[src/rtl/shot_resolver.sv]
// Resolves player shots against the board memory and sweeps the board clear.
// Reads the target cell, classifies the shot, writes the new cell state back.
module shot_resolver #(
  parameter int X_SIZE       = 12,
  parameter int Y_SIZE       = 12,
  parameter int X_ADDR_WIDTH = 4,
  parameter int Y_ADDR_WIDTH = 4,
  parameter int DATA_WIDTH   = 2,
  parameter int SHIP_CELLS   = 20
) (
  input  logic                                 clk,
  input  logic                                 rst_n,
  input  logic                                 shot_valid,
  output logic                                 shot_ready,
  input  logic [X_ADDR_WIDTH-1:0]              shot_x,
  input  logic [Y_ADDR_WIDTH-1:0]              shot_y,
  input  logic                                 clear_req,
  output logic                                 result_valid,
  output logic [1:0]                           result_code,
  output logic                                 clear_done,
  output logic                                 busy,
  output logic [7:0]                           hit_count,
  output logic                                 all_sunk,
  output logic [X_ADDR_WIDTH+Y_ADDR_WIDTH-1:0] mem_read_addr,
  input  logic [DATA_WIDTH-1:0]                mem_read_data,
  output logic [X_ADDR_WIDTH+Y_ADDR_WIDTH-1:0] mem_write_addr,
  output logic [DATA_WIDTH-1:0]                mem_write_data,
  output logic                                 mem_write_enable
);

  localparam int AW = X_ADDR_WIDTH + Y_ADDR_WIDTH;

  localparam logic [1:0] ST_IDLE  = 2'd0;
  localparam logic [1:0] ST_RD    = 2'd1;
  localparam logic [1:0] ST_EVAL  = 2'd2;
  localparam logic [1:0] ST_CLEAR = 2'd3;

  localparam logic [DATA_WIDTH-1:0] CELL_EMPTY = DATA_WIDTH'(2'd0);
  localparam logic [DATA_WIDTH-1:0] CELL_SHIP  = DATA_WIDTH'(2'd1);
  localparam logic [DATA_WIDTH-1:0] CELL_MISS  = DATA_WIDTH'(2'd2);
  localparam logic [DATA_WIDTH-1:0] CELL_HIT   = DATA_WIDTH'(2'd3);

  localparam logic [1:0] RES_MISS    = 2'd0;
  localparam logic [1:0] RES_HIT     = 2'd1;
  localparam logic [1:0] RES_REPEAT  = 2'd2;
  localparam logic [1:0] RES_INVALID = 2'd3;

  localparam logic [X_ADDR_WIDTH:0]   X_LIM  = (X_ADDR_WIDTH+1)'(X_SIZE);
  localparam logic [Y_ADDR_WIDTH:0]   Y_LIM  = (Y_ADDR_WIDTH+1)'(Y_SIZE);
  localparam logic [X_ADDR_WIDTH-1:0] X_LAST = X_ADDR_WIDTH'(X_SIZE - 1);
  localparam logic [Y_ADDR_WIDTH-1:0] Y_LAST = Y_ADDR_WIDTH'(Y_SIZE - 1);
  localparam logic [7:0]              SUNK_COUNT = 8'(SHIP_CELLS);

  logic [1:0]              state_r;
  logic                    shot_invalid_s;
  logic [X_ADDR_WIDTH-1:0] wr_x_s;
  logic [Y_ADDR_WIDTH-1:0] wr_y_s;
  logic                    clr_last_s;
  logic [AW-1:0]           clr_next_addr_s;

  assign shot_ready     = (state_r == ST_IDLE);
  assign busy           = (state_r != ST_IDLE);
  assign all_sunk       = (hit_count == SUNK_COUNT);
  assign shot_invalid_s = ({1'b0, shot_x} >= X_LIM) || ({1'b0, shot_y} >= Y_LIM);
  assign wr_x_s         = mem_write_addr[AW-1:Y_ADDR_WIDTH];
  assign wr_y_s         = mem_write_addr[Y_ADDR_WIDTH-1:0];
  assign clr_last_s     = (mem_write_addr == {X_LAST, Y_LAST});

  // Clear sweep address: y is the inner index, x advances when y wraps.
  always_comb begin
    clr_next_addr_s = mem_write_addr;
    if (wr_y_s == Y_LAST) begin
      clr_next_addr_s = {wr_x_s + X_ADDR_WIDTH'(1), {Y_ADDR_WIDTH{1'b0}}};
    end else begin
      clr_next_addr_s = {wr_x_s, wr_y_s + Y_ADDR_WIDTH'(1)};
    end
  end

  // Controller state, registered strobes, memory ports and hit counter.
  always_ff @(posedge clk) begin
    if (!rst_n) begin
      state_r          <= ST_IDLE;
      result_valid     <= 1'b0;
      result_code      <= RES_MISS;
      clear_done       <= 1'b0;
      hit_count        <= 8'd0;
      mem_read_addr    <= {AW{1'b0}};
      mem_write_addr   <= {AW{1'b0}};
      mem_write_data   <= CELL_EMPTY;
      mem_write_enable <= 1'b0;
    end else begin
      result_valid     <= 1'b0;
      clear_done       <= 1'b0;
      mem_write_enable <= 1'b0;
      case (state_r)
        ST_IDLE: begin
          if (clear_req) begin
            state_r          <= ST_CLEAR;
            hit_count        <= 8'd0;
            mem_write_enable <= 1'b1;
            mem_write_addr   <= {AW{1'b0}};
            mem_write_data   <= CELL_EMPTY;
          end else if (shot_valid) begin
            if (shot_invalid_s) begin
              result_valid <= 1'b1;
              result_code  <= RES_INVALID;
            end else begin
              mem_read_addr <= {shot_x, shot_y};
              state_r       <= ST_RD;
            end
          end
        end
        ST_RD: begin
          state_r <= ST_EVAL;
        end
        ST_EVAL: begin
          state_r        <= ST_IDLE;
          result_valid   <= 1'b1;
          mem_write_addr <= mem_read_addr;
          case (mem_read_data)
            CELL_SHIP: begin
              result_code      <= RES_HIT;
              mem_write_data   <= CELL_HIT;
              mem_write_enable <= 1'b1;
              if (hit_count != 8'hFF) begin
                hit_count <= hit_count + 8'd1;
              end
            end
            CELL_EMPTY: begin
              result_code      <= RES_MISS;
              mem_write_data   <= CELL_MISS;
              mem_write_enable <= 1'b1;
            end
            default: begin
              result_code <= RES_REPEAT;
            end
          endcase
        end
        ST_CLEAR: begin
          // The last write is already on the port; finish without another strobe.
          if (clr_last_s) begin
            state_r    <= ST_IDLE;
            clear_done <= 1'b1;
          end else begin
            mem_write_enable <= 1'b1;
            mem_write_addr   <= clr_next_addr_s;
            mem_write_data   <= CELL_EMPTY;
          end
        end
        default: begin
          state_r <= ST_IDLE;
        end
      endcase
    end
  end

endmodule

[config.mk]
export PLATFORM = sky130hd
export DESIGN_NAME = shot_resolver
export DESIGN_NICKNAME = d
export VERILOG_FILES = /design/src/rtl/shot_resolver.sv
export SDC_FILE = /design/constraint.sdc
export NUM_CORES = 1
export LEC_CHECK = 0
export CAP_MARGIN = 20
export CORE_ASPECT_RATIO = 0.5
export CORE_MARGIN = 2
export CORE_UTILIZATION = 62
export DETAILED_ROUTE_END_ITERATION = 10
export DONT_BUFFER_PORTS = 1
export HOLD_SLACK_MARGIN = 0.05
export PLACE_DENSITY_LB_ADDON = 0.3
export REMOVE_ABC_BUFFERS = 1
export SLEW_MARGIN = 30
export SYNTH_ARGS = -nofsm -noshare
export SYNTH_HDL_FRONTEND = slang
export SYNTH_SLANG_ARGS = --single-unit
export TNS_END_PERCENT = 100
[constraint.sdc]
create_clock -name clk -period 1.88 [get_ports clk]
set_input_delay 0.188 -clock clk [delete_from_list [all_inputs] [get_ports clk]]
set_output_delay 0.188 -clock clk [all_outputs]
set_load 0.005 [all_outputs]
==> results.md, run 1 <==
- Routability cong.: 0.800
- Drt total wl: 3890 microns
- Vias post-DR: 1,419
- EDFF count, synth: 0
- Synth cell types: 48
- Antenna violations before repair: 0
- Unrepaired setup endpoints after global routing: false
- Initial Util: 65.0%
- P&R area growth vs syn: 10.7%
- Global-route wire length before repair: 5890 microns
- Pwr Total: 0.00156 W
- Post-synthesis register bit count: 33
- Routed length per placed instance: 17.1 microns
- Clock insertion delay at the later pin of the skew report: 0.28 ns
- Count leader, synth: dfxtp_1
- Clock Path Buffers: 2
- Iter 0 DRT Violations: 49
- Slew HR: 59.6%
- Post-CTS sizing: 0
- Worst Setup Start Kind: register
- Worst min path class: primary input to register
- Post-synthesis sequential area ratio: 39.5%
- R2R cell count: 5
- R2R setup slack: 0.19 ns
- Clock sinks: 33
- Max-Cap Viols: 0
- Net Switching: 0.000406 W
- Crit end category: register
- Req. time, crit path: 2.09 ns
- Setup TNS: 0 ns
- Static Leak: 0.702 nW
- Chip width: 77.4 microns
- N_diodes: 0
- # DRC: 0
- Min cycle time layout: 1.69 ns
- Largest net degree at the start of global routing: 20
- Detail Route Antenna Nets: 0
- Layout cells sized above 1: 14.7%
- Slew at the pin with the worst max-slew slack: 0.603 ns
- Final cell count without fillers: 228
- Dpl cell area: 1730 sq um
- Vias in the first global route: 1,220
- Reg-to-reg endpoint: hit_count[7]$_SDFFE_PN0P_
- Worst setup path startpoint: hit_count[1]$_SDFFE_PN0P_
- Status: complete, no violations
- Period utilisation layout: 89.9%
- Clk pwr share: 37.9%
- Synth warn: 0
- Die area: 3150 sq um
- Core area: 2570 sq um
- Fin area: 1850 sq um
- Reg2reg start: hit_count[1]$_SDFFE_PN0P_
- Final setup viols: 0
- Max frequency: 0.592 GHz
- CP max FO: 9
- H-tree lvl count: 2
- FP Rows: 13
- Internal power: 0.00116 W
- Crit path capture: hit_count[7]$_SDFFE_PN0P_
- Largest area contributor in the netlist: dfxtp_1
- Port-buffer cells: 0
- Gate Count Post-Synth: 182
- Clock slew at reported path FFs: 0.07 ns
- Ports: 48
- Nets: 208
- Avg Cell Area, Syn: 9.18 sq um
- Final Hold Viols: 0
- Top_reg_cell synth: dfxtp_1
- Gr ovfl total: 0
- Hold Path Depth: 2
- Root buf cell: clkbuf_8
- CP Class: register to register
- Sw frac: 26.0%
- Hpwl dp: 2640 microns
- Fin. max-slew vios: 0
- Area share of the largest cell type after synthesis: 39.5%
- Commonest cells post-synth: 33 x dfxtp_1, 14 x o21ai_0, 13 x a21oi_1, 12 x mux2i_1, 11 x nor2b_1
- Mapped cell area: 1670 sq um
- DR pass1 iterations: 4
- Die height: 40.7 microns
- Crit path DAT: 1.90 ns
- Hold Slack: 0.0596 ns
- Placed cells: 218
- GRT Resource Usage Total: 25.2%
- Combinational power share: 13.0%
- Vias per cell: 6.22
- IR drop worst, VDD: 0.432 mV
- Seq pwr share: 49.1%
- Asr flop ratio synth: 0%
- TritonCTS clock tree: built
- CTS Buf Count: 5
- Clock skew: 0.00392 ns
- Synth top area cells: dfxtp_1 40%, mux2i_1 7.2%, o21ai_0 4.2%
- Power per cell area: 843 nW/um^2
[worst max-delay path, stage by stage (launching register included)]
cell,delay [ns]
dfxtp_1,0.43
ha_1,0.22
nand3_1,0.16
o32ai_4,0.46
o21ai_0,0.17
a21oi_1,0.17
[routing by layer]
layer | routed length (microns) | GRT usage [%] | up-vias
met5 | 0 | 0 | -
met4 | 36 | 7.14 | 0
met3 | 401 | 10.4 | 4
met2 | 1770 | 43.3 | 73
met1 | 1680 | 30.5 | 657
li1 | - | - | 685
[cell usage in the layout, fill, tap and decap left out, types with 3 or more instances in the layout]
master	Yosys	routed
ha_1	4	4
mux2i_1	12	12
clkbuf_8	0	7
o21ai_0	14	14
buf_4	0	7
nor2b_1	11	11
nand3_1	6	6
dfxtp_1	33	33
a21oi_1	13	13
nand2b_1	3	3
or3_1	3	3
nand4b_1	3	3
inv_1	7	7
nand2_1	9	9
o22ai_1	3	3
nor2_1	10	10
[worst min path at each step]
stage,startpoint,to
6_report,rst_n,mem_write_addr[5]$_SDFFE_PN0P_
5_1_grt,rst_n,mem_write_addr[5]$_SDFFE_PN0P_
4_1_cts,rst_n,mem_write_addr[0]$_SDFFE_PN0P_
3_5_place_dp,rst_n,mem_write_addr[7]$_SDFFE_PN0P_
3_3_place_gp,rst_n,mem_write_addr[7]$_SDFFE_PN0P_
2_1_floorplan,rst_n,mem_write_addr[7]$_SDFFE_PN0P_
[state kept, by name, summed over array words and instances (netlist names)]
name and count:
mem_read_addr 8, state_r 2, mem_write_data 2, mem_write_addr 8, result_code 2, result_valid 1
mem_write_enable 1, hit_count 8, clear_done 1
[stage by stage]
stage / setup slack [ns] / utilization, %
6_report: 0.190 / 72.0
4_1_cts: 0.206 / 72.0
2_1_floorplan: 0.161 / -
3_5_place_dp: 0.231 / 67.3
5_1_grt: 0.0230 / 72.0
3_3_place_gp: 0.309 / 67.3
[cell families (layout without fill, tap and decap cells)]
logic type | Yosys count | count (layout) | share of synthesized area (%)
buf+inv | 15 | 24 | 4.04
mux | 13 | 13 | 7.86
flops | 33 | 33 | 39.5
fa+ha+maj | 4 | 4 | 2.99
xor+xnor | 2 | 2 | 1.05
compound gates | 50 | 50 | 20.6
simple gates | 65 | 65 | 24.0
[final cells by class]
class                      count  area [sq um]
clock buffer                   7          96.3
clock inverter                 1          5.00
fill                         204           719
inverter                       7          26.3
multi-input combinational    134           943
sequential                    33           661
tap                           37          46.3
timing repair buffer           9          72.6
[timing repair]
item / 4_1_cts / 5_1_grt
hold endpoints to repair: 19 / 0
hold buffers: 2 / 0
setup endpoints to repair: 0 / 0
setup buffers: 0 / 0
[power groups by stage]
stage / logic, W / clock network, W / registers (W)
5_1_grt: 0.000227 / 0.000616 / 0.000770
3_3_place_gp: 0.000183 / 0 / 0.000779
4_1_cts: 0.000203 / 0.000598 / 0.000766
6_report: 0.000203 / 0.000591 / 0.000767
3_5_place_dp: 0.000191 / 0 / 0.000781
2_1_floorplan: 0.000137 / 0 / 0.000780
Note: power is estimated with default switching activity, not from simulation.
==> inputs of run 2 (changes only) <==
==> config.mk (replaced) <==
export PLATFORM = sky130hd
export DESIGN_NAME = shot_resolver
export DESIGN_NICKNAME = d
export VERILOG_FILES = /design/src/rtl/shot_resolver.sv
export SDC_FILE = /design/constraint.sdc
export NUM_CORES = 1
export LEC_CHECK = 0
export ABC_AREA = 1
export BUFFER_PORTS_ARGS = -buffer_cell sky130_fd_sc_hd__buf_2
export CAP_MARGIN = 20
export CORE_ASPECT_RATIO = 0.5
export CORE_MARGIN = 2
export CORE_UTILIZATION = 51
export DETAILED_ROUTE_END_ITERATION = 10
export HOLD_SLACK_MARGIN = 0.05
export PLACE_DENSITY_LB_ADDON = 0.3
export REMOVE_ABC_BUFFERS = 1
export SLEW_MARGIN = 30
export SYNTH_ARGS = -nofsm -noshare
export SYNTH_HDL_FRONTEND = slang
export SYNTH_SLANG_ARGS = --single-unit
export TNS_END_PERCENT = 50
==> results.md, run 2 <==
- Internal power: 0.00136 W (was 0.00116 W)
- Setup bufs post-CTS: 0 (unchanged)
- CP max FO: 12 (was 9)
- Hold_sp: shot_x[1] (was rst_n)
- N_diodes: 0 (unchanged)
- Slew at the pin with the worst max-slew slack: 0.459 ns (was 0.603 ns)
- Gr ovfl total: 0 (unchanged)
- Clock insertion delay at the later pin of the skew report: 0.28 ns (about the same)
- DR pass1 iterations: 4 (unchanged)
- FP Rows: 14 (was 13)
- R2R setup slack: 0.32 ns (was 0.19 ns)
- Vias post-DR: 1,645 (was 1,419)
- Ports: 48 (unchanged)
- Reg-to-reg endpoint: hit_count[5]$_SDFFE_PN0P_ (was hit_count[7]$_SDFFE_PN0P_)
- Worst Setup Start Kind: register (unchanged)
- Req. time, crit path: 2.06 ns (was 2.09 ns)
- Clock sinks: 33 (unchanged)
- H-tree lvl count: 2 (unchanged)
- Detail Route Antenna Nets: 0 (unchanged)
- Top_reg_cell synth: dfxtp_1 (unchanged)
- Die height: 44.1 microns (was 40.7 microns)
- Asr flop ratio synth: 0% (unchanged)
- Register area: 661 sq um (unchanged)
- Post-synthesis register bit count: 33 (unchanged)
- Power per cell area: 953 nW/um^2 (was 843 nW/um^2)
- Count leader, synth: nand2_1 (was dfxtp_1)
- Post-synthesis sequential area ratio: 40.2% (was 39.5%)
- Gate Count Post-Synth: 237 (was 182)
- Sw frac: 29.6% (was 26.0%)
- Layout cells sized above 1: 24.2% (was 14.7%)
- Initial Util: 54.2% (was 65.0%)
- EDFF count, synth: 0 (unchanged)
- Core area: 3030 sq um (was 2570 sq um)
- Setup TNS: 0 ns (unchanged)
- Synth top area cells: dfxtp_1 40%, nand2_1 11%, nor2_1 9.6% (was dfxtp_1 40%, mux2i_1 7.2%, o21ai_0 4.2%)
- Net Switching: 0.000572 W (was 0.000406 W)
- Highest-count cells in the layout ignoring fill and taps: 50 x nand2_1, 47 x buf_2, 42 x nor2_1, 33 x dfxtp_1 (was 33 x dfxtp_1, 14 x o21ai_0, 13 x a21oi_1, 12 x mux2i_1, 11 x nor2b_1)
- Clk pwr share: 35.4% (was 37.9%)
- Hpwl dp: 2970 microns (was 2640 microns)
- Period utilisation layout: 83.0% (was 89.9%)
- Drt total wl: 3910 microns (was 3890 microns)
- Hold Path Depth: 3 (was 2)
- Final core occ: 67.0% (was 72.0%)
- Reg2reg start: state_r[1]$_SDFFE_PN0P_ (was hit_count[1]$_SDFFE_PN0P_)
- Fin. max-slew vios: 0 (unchanged)
- Global-route wire length before repair: 6650 microns (was 5890 microns)
- Chip width: 84.2 microns (was 77.4 microns)
- Largest registers: hit_count: 8 flops, mem_read_addr: 8 flops, mem_write_addr: 8 flops (unchanged)
- P&R area growth vs syn: 23.7% (was 10.7%)
- Clock Path Buffers: 2 (unchanged)
- Status: complete, no violations (unchanged)
- Area share of the largest cell type after synthesis: 40.2% (was 39.5%)
- Clock slew at reported path FFs: 0.07 ns (about the same)
- Largest area contributor in the netlist: dfxtp_1 (unchanged)
- Commonest cells post-synth: 50 x nand2_1, 42 x nor2_1, 33 x dfxtp_1, 25 x inv_1, 25 x o21ai_0 (was 33 x dfxtp_1, 14 x o21ai_0, 13 x a21oi_1, 12 x mux2i_1, 11 x nor2b_1)
- Vias per cell: 5.00 (was 6.22)
- Commonest non-fill, non-tap cell in the layout: nand2_1 (was dfxtp_1)
- Largest net degree at the start of global routing: 21 (was 20)
- Max frequency: 0.641 GHz (was 0.592 GHz)
- R2R cell count: 9 (was 5)
- Fin area: 2030 sq um (was 1850 sq um)
- Slew HR: 69.1% (was 59.6%)
- Unrepaired setup endpoints after global routing: false (unchanged)
- # DRC: 0 (unchanged)
- Die area: 3720 sq um (was 3150 sq um)
- Crit end category: register (unchanged)
- Dpl cell area: 1910 sq um (was 1730 sq um)
- IR drop worst, VDD: 0.422 mV (was 0.432 mV)
- Worst min path class: primary input to register (unchanged)
- Port-buffer cells: 47 (was 0)
- Seq pwr share: 42.9% (was 49.1%)
- Vias in the first global route: 1,483 (was 1,220)
- Antenna violations before repair: 0 (unchanged)
- Hold Buf Count CTS: 0 (was 2)
- TritonCTS clock tree: built (unchanged)
- CTS Buf Count: 5 (unchanged)
- Max-Cap Viols: 0 (unchanged)
- Root buf cell: clkbuf_8 (unchanged)
- Final Hold Viols: 0 (unchanged)
- Combinational power share: 21.7% (was 13.0%)
- Routability cong.: 0.861 (was 0.800)
- # fillers: 266 (was 204)
- Worst Hold End: mem_read_addr[5]$_SDFFE_PN0P_ (was mem_write_addr[5]$_SDFFE_PN0P_)
- Iter 0 DRT Violations: 78 (was 49)
- Crit path DAT: 1.74 ns (was 1.90 ns)
- GRT Resource Usage Total: 22.9% (was 25.2%)
- Synth warn: 0 (unchanged)
- Static Leak: 1.00 nW (was 0.702 nW)
- CP Class: register to register (unchanged)
- Nets: 306 (was 208)
- Min cycle time layout: 1.56 ns (was 1.69 ns)
- Mapped cell area: 1640 sq um (was 1670 sq um)
- Routed length per placed instance: 11.9 microns (was 17.1 microns)
- Synth cell types: 29 (was 48)
- Avg Cell Area, Syn: 6.93 sq um (was 9.18 sq um)
- Post-CTS sizing: 0 (unchanged)
- Final setup viols: 0 (unchanged)
- Clock skew: 0.00833 ns (was 0.00392 ns)
- Multi-input logic area: 850 sq um (was 943 sq um)
run 2: cells by family after synthesis:
family | count (synthesis) | share of synthesized area [%]
buf+inv | 33 | 8.00
simple gates | 114 | 30.4
compound gates | 48 | 15.6
xor+xnor | 5 | 2.67
fa+ha+maj | 4 | 3.05
flops | 33 | 40.2
run 2: worst max path at each step:
stage,slack (ns),cells past startpoint,startpoint,end
final,0.32,9,state_r[1]$_SDFFE_PN0P_,hit_count[5]$_SDFFE_PN0P_
after global routing,0.14,7,mem_write_addr[0]$_SDFFE_PN0P_,mem_write_addr[2]$_SDFFE_PN0P_
after CTS,0.34,9,state_r[1]$_SDFFE_PN0P_,hit_count[5]$_SDFFE_PN0P_
after detailed placement,0.36,9,state_r[1]$_SDFFE_PN0P_,hit_count[5]$_SDFFE_PN0P_
after global placement,0.40,10,hit_count[0]$_SDFFE_PN0P_,hit_count[5]$_SDFFE_PN0P_
after floorplan,0.53,10,hit_count[0]$_SDFFE_PN0P_,hit_count[5]$_SDFFE_PN0P_
run 2: per-stage QoR:
stage	worst slack [ns]	power, W	hold slack [ns]	instances
final	0.320	0.00193	0.130	329
after floorplan	0.533	0.00111	0.306	233
after CTS	0.336	0.00195	0.125	329
after global placement	0.399	0.00125	0.416	321
after detailed placement	0.359	0.00126	0.416	321
after global routing	0.145	0.00205	0.135	329
run 2: power groups by stage:
stage / combinational [W] / clock (W) / sequential (W)
3_3_place_gp: 0.000406 / 0 / 0.000842
5_1_grt: 0.000479 / 0.000728 / 0.000841
6_report: 0.000419 / 0.000684 / 0.000831
4_1_cts: 0.000422 / 0.000697 / 0.000830
3_5_place_dp: 0.000419 / 0 / 0.000845
2_1_floorplan: 0.000267 / 0 / 0.000842
run 2: layout make-up:
cell class / instances / area share (%)
timing repair buffer: 48 / 12.0
inverter: 29 / 5.48
clock inverter: 1 / 1.48
sequential: 33 / 32.5
clock buffer: 7 / 4.25
multi-input combinational: 171 / 41.8
tap: 40 / 2.46
run 2: critical path, cell delays in order (launching register included):
cell     delay, ns
dfxtp_1       0.47
nand2_2       0.16
inv_1         0.31
nand3_2       0.14
nand2_4       0.15
inv_4         0.05
nand2_1       0.06
nand2_1       0.04
inv_1         0.04
nor2_1        0.03
run 2: per-layer routing:
layer / vias to the layer above / share of wire (%) / GRT usage [%]
met5: - / 0 / 0
met2: 47 / 47 / 39.8
met1: 741 / 46 / 29.2
met4: 0 / 0.84 / 5.16
met3: 4 / 6.3 / 6.16
li1: 853 / - / -
